File: config.mk
export PLATFORM = sky130hd
export DESIGN_NAME = hit_serializer_flat
export DESIGN_NICKNAME = d
export VERILOG_FILES = /design/src/rtl/hit_serializer_pkg.sv /design/src/rtl/hit_serializer_if.sv /design/src/rtl/hit_group_fifo.sv /design/src/rtl/hit_serializer.sv /design/src/flat_wrapper.sv
export SDC_FILE = /design/constraint.sdc
export NUM_CORES = 2
export LEC_CHECK = 0
export ABC_AREA = 1
export ABC_CLOCK_PERIOD_IN_PS = 20400
export CAP_MARGIN = 20
export CORE_MARGIN = 5
export CORE_UTILIZATION = 50
export DETAILED_ROUTE_END_ITERATION = 8
export DONT_BUFFER_PORTS = 1
export PLACE_DENSITY = 0.68
export SETUP_SLACK_MARGIN = 0.02
export SYNTH_ARGS = -nofsm -noshare
export SYNTH_HDL_FRONTEND = slang
export SYNTH_HIERARCHICAL = 1
export SYNTH_SLANG_ARGS = --single-unit
File: constraint.sdc
create_clock -name clk -period 20.4 [get_ports clk]
set_input_delay 2.04 -clock clk [delete_from_list [all_inputs] [get_ports clk]]
set_output_delay 2.04 -clock clk [all_outputs]
set_load 0.02 [all_outputs]
File: src/rtl/hit_serializer_pkg.sv
// hit_serializer_pkg: shared geometry constants, the hit-group record stored in the
// serializer FIFO, and the lowest-lane priority helper.
//   SIGFIG/RADIX/AXIS/COLORS/MULTI_TEST : datapath geometry (RADIX is carried only)
//   HIT_FIFO_DEPTH                       : default FIFO depth in hit groups
package hit_serializer_pkg;

  localparam int unsigned SIGFIG         = 24;
  localparam int unsigned RADIX          = 10;
  localparam int unsigned AXIS           = 3;
  localparam int unsigned COLORS         = 3;
  localparam int unsigned MULTI_TEST     = 4;
  localparam int unsigned HIT_FIFO_DEPTH = 8;
  localparam int unsigned LANE_W         = (MULTI_TEST > 1) ? $clog2(MULTI_TEST) : 1;

  typedef logic [AXIS-1:0][SIGFIG-1:0]   pos_t;
  typedef logic [COLORS-1:0][SIGFIG-1:0] color_t;
  typedef logic [MULTI_TEST-1:0]         mask_t;

  typedef struct packed {
    pos_t [MULTI_TEST-1:0] pos;
    color_t                color;
    mask_t                 mask;
  } hit_group_t;

  // Index of the lowest set bit; 0 for an empty mask.
  function automatic logic [LANE_W-1:0] lowest_lane(input mask_t m);
    logic [LANE_W-1:0] l;
    l = '0;
    for (int i = MULTI_TEST - 1; i >= 0; i--) begin
      if (m[i]) l = LANE_W'(i);
    end
    return l;
  endfunction

endpackage

File: src/rtl/hit_serializer_if.sv
// hit_serializer_if: bundles the rast-side group inputs, the halt feedback, the serialized
// hit stream with its valid/ready handshake, and the stats counters.
//   master : environment side (drives groups and hit_ready)
//   slave  : serializer side (drives halt, hit stream and stats)
interface hit_serializer_if;
  import hit_serializer_pkg::*;

  logic signed [MULTI_TEST-1:0][AXIS-1:0][SIGFIG-1:0] hit_R18S;
  color_t                                             color_R18U;
  mask_t                                              hit_valid_R18H;
  logic                                               halt_RnnnnL;
  logic signed [AXIS-1:0][SIGFIG-1:0]                 hit_S;
  color_t                                             hit_color_U;
  logic [LANE_W-1:0]                                  hit_lane_U;
  logic                                               hit_valid;
  logic                                               hit_ready;
  logic [31:0]                                        hit_count;
  logic [31:0]                                        drop_count;

  modport master (
    output hit_R18S, color_R18U, hit_valid_R18H, hit_ready,
    input  halt_RnnnnL, hit_S, hit_color_U, hit_lane_U, hit_valid, hit_count, drop_count
  );

  modport slave (
    input  hit_R18S, color_R18U, hit_valid_R18H, hit_ready,
    output halt_RnnnnL, hit_S, hit_color_U, hit_lane_U, hit_valid, hit_count, drop_count
  );

endinterface

File: src/rtl/hit_group_fifo.sv
// hit_group_fifo: circular buffer of hit groups with occupancy count.
//   clk, rst   : clock, synchronous active-high reset
//   wr_en_i    : push wr_data_i (caller guarantees room, allowing a same-edge pop)
//   rd_en_i    : pop the head entry
//   rd_data_o  : head entry (meaningless while empty_o)
//   count_o    : occupancy; full_o / empty_o decoded from it
module hit_group_fifo
  import hit_serializer_pkg::*;
#(
  parameter int unsigned Depth = HIT_FIFO_DEPTH,
  localparam int unsigned PtrW = $clog2(Depth),
  localparam int unsigned CntW = PtrW + 1
) (
  input  logic            clk,
  input  logic            rst,
  input  logic            wr_en_i,
  input  hit_group_t      wr_data_i,
  input  logic            rd_en_i,
  output hit_group_t      rd_data_o,
  output logic [CntW-1:0] count_o,
  output logic            full_o,
  output logic            empty_o
);

  hit_group_t      mem_q [Depth];
  logic [PtrW-1:0] wr_ptr_q, rd_ptr_q;
  logic [CntW-1:0] count_q;

  always_ff @(posedge clk) begin
    if (wr_en_i) mem_q[wr_ptr_q] <= wr_data_i;
  end

  // Depth is a power of two, so pointers wrap naturally.
  always_ff @(posedge clk) begin
    if (rst) begin
      wr_ptr_q <= '0;
      rd_ptr_q <= '0;
      count_q  <= '0;
    end else begin
      if (wr_en_i) wr_ptr_q <= wr_ptr_q + 1'b1;
      if (rd_en_i) rd_ptr_q <= rd_ptr_q + 1'b1;
      count_q <= count_q + CntW'(wr_en_i) - CntW'(rd_en_i);
    end
  end

  assign rd_data_o = mem_q[rd_ptr_q];
  assign count_o   = count_q;
  assign full_o    = (count_q == CntW'(Depth));
  assign empty_o   = (count_q == '0);

endmodule

File: src/rtl/hit_serializer.sv
// hit_serializer: buffers parallel sample-test hit groups from rast and emits them one hit
// per cycle, lowest lane first, with an active-low halt back to rast.
//   clk, rst : clock, synchronous active-high reset
//   bus      : hit_serializer_if.slave (group inputs, halt, hit stream, stats)
// Optional feature: define HIT_SERIALIZER_STATS_EN to build the hit/drop counters;
// otherwise hit_count and drop_count read 0.
module hit_serializer
  import hit_serializer_pkg::*;
#(
  parameter int unsigned DEPTH = HIT_FIFO_DEPTH
) (
  input  logic             clk,
  input  logic             rst,
  hit_serializer_if.slave  bus
);

  localparam int unsigned CntW = $clog2(DEPTH) + 1;

  if (RADIX >= SIGFIG) begin : g_radix_chk
    $error("RADIX must be smaller than SIGFIG");
  end
  if (DEPTH < 4 || (DEPTH & (DEPTH - 1)) != 0) begin : g_depth_chk
    $error("DEPTH must be a power of two and at least 4");
  end

  hit_group_t        wr_group, head;
  logic [CntW-1:0]   count, count_next;
  logic              full, empty;
  logic              any_in, push, emit, pop;
  mask_t             pending, lane_bit, done_q, done_d;
  logic [LANE_W-1:0] lane;
  logic              halt_q, halt_d;
  pos_t              last_pos_q;
  color_t            last_color_q;
  logic [LANE_W-1:0] last_lane_q;

  always_comb begin
    wr_group.pos   = bus.hit_R18S;
    wr_group.color = bus.color_R18U;
    wr_group.mask  = bus.hit_valid_R18H;
  end

  hit_group_fifo #(
    .Depth (DEPTH)
  ) u_fifo (
    .clk       (clk),
    .rst       (rst),
    .wr_en_i   (push),
    .wr_data_i (wr_group),
    .rd_en_i   (pop),
    .rd_data_o (head),
    .count_o   (count),
    .full_o    (full),
    .empty_o   (empty)
  );

  // done_q marks lanes of the head group already emitted; the pending mask is the head mask
  // minus those, which is equivalent to reloading a pending register on every pop.
  always_comb begin
    pending    = head.mask & ~done_q;
    lane       = lowest_lane(pending);
    lane_bit   = mask_t'(1) << lane;
    emit       = !empty && bus.hit_ready;
    pop        = emit && ((pending & ~lane_bit) == '0);
    any_in     = |bus.hit_valid_R18H;
    push       = any_in && (!full || pop);
    count_next = count + CntW'(push) - CntW'(pop);
    // Two spare slots absorb rast's one-cycle halt response plus the group in flight.
    halt_d     = !(count_next >= CntW'(DEPTH - 2));
    done_d     = done_q;
    if (pop)       done_d = '0;
    else if (emit) done_d = done_q | lane_bit;
  end

  always_ff @(posedge clk) begin
    if (rst) begin
      done_q       <= '0;
      halt_q       <= 1'b1;
      last_pos_q   <= '0;
      last_color_q <= '0;
      last_lane_q  <= '0;
    end else begin
      done_q <= done_d;
      halt_q <= halt_d;
      if (emit) begin
        last_pos_q   <= head.pos[lane];
        last_color_q <= head.color;
        last_lane_q  <= lane;
      end
    end
  end

  // While empty the stream holds the most recently emitted hit.
  assign bus.hit_valid   = !empty;
  assign bus.hit_S       = empty ? last_pos_q   : head.pos[lane];
  assign bus.hit_color_U = empty ? last_color_q : head.color;
  assign bus.hit_lane_U  = empty ? last_lane_q  : lane;
  assign bus.halt_RnnnnL = halt_q;

`ifdef HIT_SERIALIZER_STATS_EN
  logic        drop;
  logic [31:0] hit_count_q, drop_count_q;

  assign drop = any_in && !push;

  always_ff @(posedge clk) begin
    if (rst) begin
      hit_count_q  <= '0;
      drop_count_q <= '0;
    end else begin
      if (emit) hit_count_q  <= hit_count_q + 32'd1;
      if (drop) drop_count_q <= drop_count_q + 32'd1;
    end
  end

  assign bus.hit_count  = hit_count_q;
  assign bus.drop_count = drop_count_q;
`else
  assign bus.hit_count  = '0;
  assign bus.drop_count = '0;
`endif

endmodule

File: src/flat_wrapper.sv
// flat-port wrapper written by rule: the top's interface ports become plain ports
module hit_serializer_flat import hit_serializer_pkg::*;
#(
  parameter int unsigned DEPTH = HIT_FIFO_DEPTH
)
  (clk, rst, bus_hit_R18S, bus_color_R18U, bus_hit_valid_R18H, bus_hit_ready, bus_halt_RnnnnL, bus_hit_S, bus_hit_color_U, bus_hit_lane_U, bus_hit_valid, bus_hit_count, bus_drop_count);
  hit_serializer_if bus_i ();
  input  logic clk;
  input  logic rst;
  input wire logic [$bits(bus_i.hit_R18S)-1:0] bus_hit_R18S;
  input wire logic [$bits(bus_i.color_R18U)-1:0] bus_color_R18U;
  input wire logic [$bits(bus_i.hit_valid_R18H)-1:0] bus_hit_valid_R18H;
  input wire logic [$bits(bus_i.hit_ready)-1:0] bus_hit_ready;
  output wire logic [$bits(bus_i.halt_RnnnnL)-1:0] bus_halt_RnnnnL;
  output wire logic [$bits(bus_i.hit_S)-1:0] bus_hit_S;
  output wire logic [$bits(bus_i.hit_color_U)-1:0] bus_hit_color_U;
  output wire logic [$bits(bus_i.hit_lane_U)-1:0] bus_hit_lane_U;
  output wire logic [$bits(bus_i.hit_valid)-1:0] bus_hit_valid;
  output wire logic [$bits(bus_i.hit_count)-1:0] bus_hit_count;
  output wire logic [$bits(bus_i.drop_count)-1:0] bus_drop_count;
  assign bus_i.hit_R18S = bus_hit_R18S;
  assign bus_i.color_R18U = bus_color_R18U;
  assign bus_i.hit_valid_R18H = bus_hit_valid_R18H;
  assign bus_i.hit_ready = bus_hit_ready;
  assign bus_halt_RnnnnL = bus_i.halt_RnnnnL;
  assign bus_hit_S = bus_i.hit_S;
  assign bus_hit_color_U = bus_i.hit_color_U;
  assign bus_hit_lane_U = bus_i.hit_lane_U;
  assign bus_hit_valid = bus_i.hit_valid;
  assign bus_hit_count = bus_i.hit_count;
  assign bus_drop_count = bus_i.drop_count;
  hit_serializer #(.DEPTH(DEPTH)) u_core (.clk(clk), .rst(rst), .bus(bus_i));
endmodule
# Word-level counts from Yosys, hierarchy flattened
# Memory sizes are Yosys's and may differ from the RTL's. A register that Yosys moved wholly into a read port is not among the register bits.
# Index checks and enable logic that the tools add are counted.
[classes] addsub=4 n_mul=0 n_div=0 magnitude_cmp=2 n_eq_ne=1 shift=1 mux=13 bitwise_logic=5 n_reduce_logical=11
[ops] operator="$mux W72" count=3
[ops] operator="$bmux W72 S2" count=1
[ops] operator="$mux W2" count=5
[ops] operator="$and A4 B4 Y4" count=2
[ops] operator="$logic_not A4 Y1" count=2
[ops] operator="$not A4 Y4" count=2
[ops] operator="$add A3 B1 Y3 const B" count=2
[ops] operator="$mux W3" count=2
[ops] operator="$add A4 B1 Y4" count=1
[ops] operator="$eq A4 B4 Y1 const B" count=1
[ops] operator="$ge A4 B3 Y1 const B" count=1
[ops] operator="$or A4 B4 Y4" count=1
[ops] operator="$reduce_or A4 Y1" count=1
[ops] operator="$shl A1 B2 Y4 const A" count=1
[ops] operator="$sub A4 B1 Y4" count=1
[ops] operator="$logic_and A1 B1 Y1" count=3
[ops] operator="$logic_not A1 Y1" count=3
[ops] operator="$lt A2 B3 Y1 const B" count=1
[ops] operator="$mux W1" count=2
[ops] operator="$reduce_or A2 Y1" count=1
[ops] operator="$logic_or A1 B1 Y1" count=1
[word_totals] register_bits=161 latchBits=0 mem_bits_rw=2912 mem_bits_ro=0 input_bits=367 output_inout_bits=212 elab_cells=50 memories=1
[memory_table] memory="u_core.u_fifo.mem_q" depth=8 word_bits=364 rd=1 rd_ports_with_merged_regs=1 write_ports=1 line_no="hit_group_fifo.sv:25" rtl="hit_group_t mem_q [Depth];"

# Longest topological paths before layout
[depth] ltp_word=17 depth_mapped=28 ltp_nobuf=23

# Cells and area by module
# The synthesis kept the hierarchy.
[by_module_without_submodules] module="hit_group_fifo" n_inst=1 cells_per_inst=12660 area_per_inst_um2=127055.6 seq_area_each_um2=87704.1
[by_module_without_submodules] module="hit_serializer" n_inst=1 cells_per_inst=2086 area_per_inst_um2=11452.2 seq_area_each_um2=3022.9

# Worst setup path after synthesis
# Ideal clock, no wire load.
[synth_timing] path_type="input-to-reg" start="input bus_hit_ready" end="memory u_core/u_fifo/mem_q[0][0] (netlist name) (enable)" setup_time_ps=1097 t_arrival_ps=18126 t_required_ps=19303 slack_ps=1177 cell_stages=11 path_buffers=0 cell_sequence="nand2_1 inv_2 o21ai_0 a21oi_1 nand2_1 nand2_1 nand2_1 inv_1 inv_1 or2_2 nor2_1"
[synth_via] elab_chain_len=6
[synth_lines] item="start: declaration" line_no="flat_wrapper.sv:13" rtl="input wire logic [$bits(bus_i.hit_ready)-1:0] bus_hit_ready;"
[synth_lines] item="$logic_and A1 B1 Y1" line_no="hit_serializer.sv:63" rtl="emit = !empty && bus.hit_ready;"
[synth_lines] item="$logic_and A1 B1 Y1" line_no="hit_serializer.sv:64" rtl="pop = emit && ((pending & ~lane_bit) == '0);"
[synth_lines] item="$logic_or A1 B1 Y1" line_no="hit_serializer.sv:66" rtl="push = any_in && (!full || pop);"
[synth_lines] item="$logic_and A1 B1 Y1" line_no="hit_serializer.sv:66"
[synth_lines] item="named net u_core.push" line_no="hit_serializer.sv:29" rtl="logic any_in, push, emit, pop;"
[synth_lines] item="$mux W1" line_no="hit_group_fifo.sv:30" rtl="if (wr_en_i) mem_q[wr_ptr_q] <= wr_data_i;"
[synth_lines] item="$mux W1 (not written as such)" line_no="hit_group_fifo.sv:30"
[synth_lines] item="end: declaration" line_no="hit_group_fifo.sv:25"
# The timed path passes the listed nets, and every way through them passes these cells.

==> run_results.csv <==
group,metric,value,unit
power,p_leak,69.7,nW
sta,fin_crit_sh,0.474,
drt,dr.pass1.iters,6,
synthesis,yosysMostFrequentCell,"nand2_1",
synthesis,synth_commonest_cells,"nand2_1, inv_1, edfxtp_1, nand3_1, buf_2",
floorplanning,die_y,536,um
status,status,"completed",
hold_path,worst_hold_path_type,"flop to flop",
sta,setup_ws,10.72,ns
synthesis,yosys-top-cells-area,"edfxtp_1, nand2_1, inv_1, nand3_1, dfxtp_1",
finish,design_area,0.151,sq mm
synthesis,ys_seq_area_frac,0.655,
clocking,clkTransAtPathRegs,0.06,ns
drt,vias,93300,
drt,wire_per_inst,20.7,um
power,p_int,13.7,mW
synthesis,async_flop_share,0,
placement,hpwl,215000,um
finish,stdcell_count,18500,
placement,pre_cts_slack,11.66,ns
worst_setup_path,reg2reg_slack,12.86,ns
floorplanning,start_util,0.501,
floorplanning,io_pins,579,
power,seq_power_share,0.347,
clocking,cts_made_buffers,326,
power,switching_power,10.8,mW
sta,slew_headroom,0.220,
clocking,hold_buffers,0,
sta,rsz0062_at_grt,"no",
drt,antenna_left,0,
worst_setup_path,r2r_end,"u_core/u_fifo/mem_q[2][191]$_DFFE_PP_",
synthesis,synth.distinct_cells,28,
finish,final_core_util,0.547,
floorplanning,core_area,0.276,sq mm
floorplanning,rows,193,
placement,dp_cells,17900,
synthesis,synth_top_area_cell,"edfxtp_1",
drt,wirelength,383000,um
power,p_sw_frac,0.441,
global_route,grt_max_degree,190,
clocking,cts_root_buf,"clkbuf_16",
synthesis,synth_area,0.139,sq mm
finish,nets,14900,
sta,hold_viol,0,
synthesis,yosysTopAreaCellShare,0.631,
power,power_density,163,mW/mm^2
power,comb_power_share,0.415,
clocking,clockBufferDepth,4,
finish,multiInputGateArea,0.0318,sq mm
synthesis,avgSynthCellArea,9.39,sq um
drt,drtIter0Drc,8328,
worst_setup_path,r2r.worst_path.cells,21,
clocking,cts_tree,"yes",
worst_setup_path,cp.arrival,7.64,ns
run,max-cap-violations,0,
synthesis,synth_ff_type,"edfxtp_1",
clocking,cts.htree.levels,5,
clocking,cts_resized,0,
synthesis,ys.warnings.count,6,
synthesis,syn_inst,14700,
drt,drc,0,
global_route,overflow,0,
clocking,clk-insertion-delay-late,0.93,ns
power,p_clk_frac,0.237,
sta,holdWs,0.449,ns
sta,slew_violations,0,
clocking,cts.sinks,3076,
hold_path,hold_depth,2,
drt,via_per_inst,5.06,
sta,setup_viol,0,
placement,place_congestion,0.854,
finish,drive_gt1_frac,0.0414,
worst_setup_path,worst_setup_path_end_kind,"output port",
finish,syn2layout_area_growth,9.04,%
sta,fin_skew,0.0561,ns
floorplanning,dieArea,0.288,sq mm
worst_setup_path,start_kind,"flop",
finish,seqCellArea,0.0907,sq mm
floorplanning,die_w,536,um
sta,tightest_slew,1.16,ns
global_route,track_usage,0.260,
placement,dpl-instance-area,0.141,sq mm
clocking,postCtsSetupBuffers,0,
worst_setup_path,crit_type,"flop to output port",
worst_setup_path,crit_fanout,73,
global_route,grt_first_pass_wirelength,561000,um
power,finalPower,24.6,mW
worst_setup_path,crit_path_end,"bus_hit_S[45]",
sta,fin_tns_setup,0,ns
synthesis,ys_ff_latch,3076,
sta,clock.fmax,103,MHz
finish,nFillCells,23600,
global_route,grt_pass1_vias,87200,
power,worst_ir_drop_vdd,0.214,mV
sta,final.min_clock_period,9.68,ns
worst_setup_path,required,18.36,ns
synthesis,synth_edf_count,2912,
placement,placement.io_buffers,0,
global_route,antenna_found_initial,8,
layer usage:
| layer | GRT usage | routed length (um) | up-vias |
|---|---|---|---|
| met5 | 0 | 44 | - |
| met2 | 0.423 | 178000 | 3495 |
| met4 | 0.123 | 20000 | 6 |
| li1 | - | - | 45000 |
| met1 | 0.328 | 149000 | 44100 |
| met3 | 0.0656 | 35200 | 712 |
layout by cell type (no fill, tap or decap), types with 5 or more instances in the layout:
master and n:
a21oi_1 83, buf_12 21, buf_4 102, bufinv_16 27, clkbuf_1 66, clkbuf_16 331
clkbuf_8 12, clkinv_1 66, clkinv_2 57, clkinv_8 7, clkinvlp_4 7, conb_1 64
dfxtp_1 161, edfxtp_1 2912, ha_1 12, inv_1 3228, inv_6 6, inv_8 5
nand2_1 5476, nand3_1 1748, nor2_1 158, nor2_4 8, o21ai_0 152
power groups by stage:
stage	registers, mW	clock network (mW)	logic [mW]
after floorplan	9.30	0	6.41
after global placement	8.63	0	10.1
after detailed placement	8.67	0	10.2
after CTS	8.54	5.93	10.2
after global routing	8.63	6.20	11.1
final	8.54	5.84	10.2
flip-flops by register name, summed over array words and instances, names as in the netlist, named ones only:
register	flops
u_core/bus.halt_RnnnnL	1
u_core/done_q	4
u_core/last_color_q	72
u_core/last_lane_q	2
u_core/last_pos_q	72
u_core/u_fifo/count_o	4
u_core/u_fifo/mem_q	2912
u_core/u_fifo/rd_ptr_q	3
u_core/u_fifo/wr_ptr_q	3
worst min-delay path by stage:
stage	end	start
floorplan	u_core/last_color_q[0]$_SDFFE_PP0P_	u_core/last_color_q[0]$_SDFFE_PP0P_
global placement	u_core/last_color_q[67]$_SDFFE_PP0P_	u_core/last_color_q[67]$_SDFFE_PP0P_
detailed placement	u_core/last_color_q[52]$_SDFFE_PP0P_	u_core/last_color_q[52]$_SDFFE_PP0P_
CTS	u_core/last_color_q[52]$_SDFFE_PP0P_	u_core/last_color_q[52]$_SDFFE_PP0P_
global route	u_core/last_color_q[53]$_SDFFE_PP0P_	u_core/last_color_q[53]$_SDFFE_PP0P_
finish	u_core/last_color_q[14]$_SDFFE_PP0P_	u_core/last_color_q[14]$_SDFFE_PP0P_
critical path: stages, from the launching register on:
cell	delay [ns]
dfxtp_4	0.79
buf_4	0.66
buf_4	0.58
buf_4	0.69
buf_4	0.85
buf_4	0.94
buf_4	0.68
nand3_1	0.14
nand2_1	0.09
nand2_1	0.05
nand2_1	0.13
inv_1	0.05
nand2_1	0.13
nand3_1	0.33
nand2_1	0.18
nand2_1	0.09
nand2_1	0.22
layout make-up:
| cell class | count | area share |
|---|---|---|
| Inverter | 3235 | 0.0806 |
| Clock buffer | 409 | 0.0576 |
| Clock inverter | 180 | 0.0118 |
| Antenna cell | 4 | 0.0000663 |
| Multi-Input combinational cell | 7725 | 0.211 |
| Tap cell | 3705 | 0.0307 |
| Timing Repair Buffer | 123 | 0.00785 |
| Sequential cell | 3076 | 0.601 |
logic make-up (layout without fill, tap and decap cells):
family	after synthesis	in the layout	synth area share
fa+ha+maj	14	14	0.00137
other cells	1	68	0.0000271
flops	3076	3076	0.655
compound gates	239	239	0.00867
simple gates	7404	7404	0.217
buf+inv	4008	3947	0.118
xor+xnor	4	4	0.000253
Note: power is estimated with default switching activity, not from simulation.
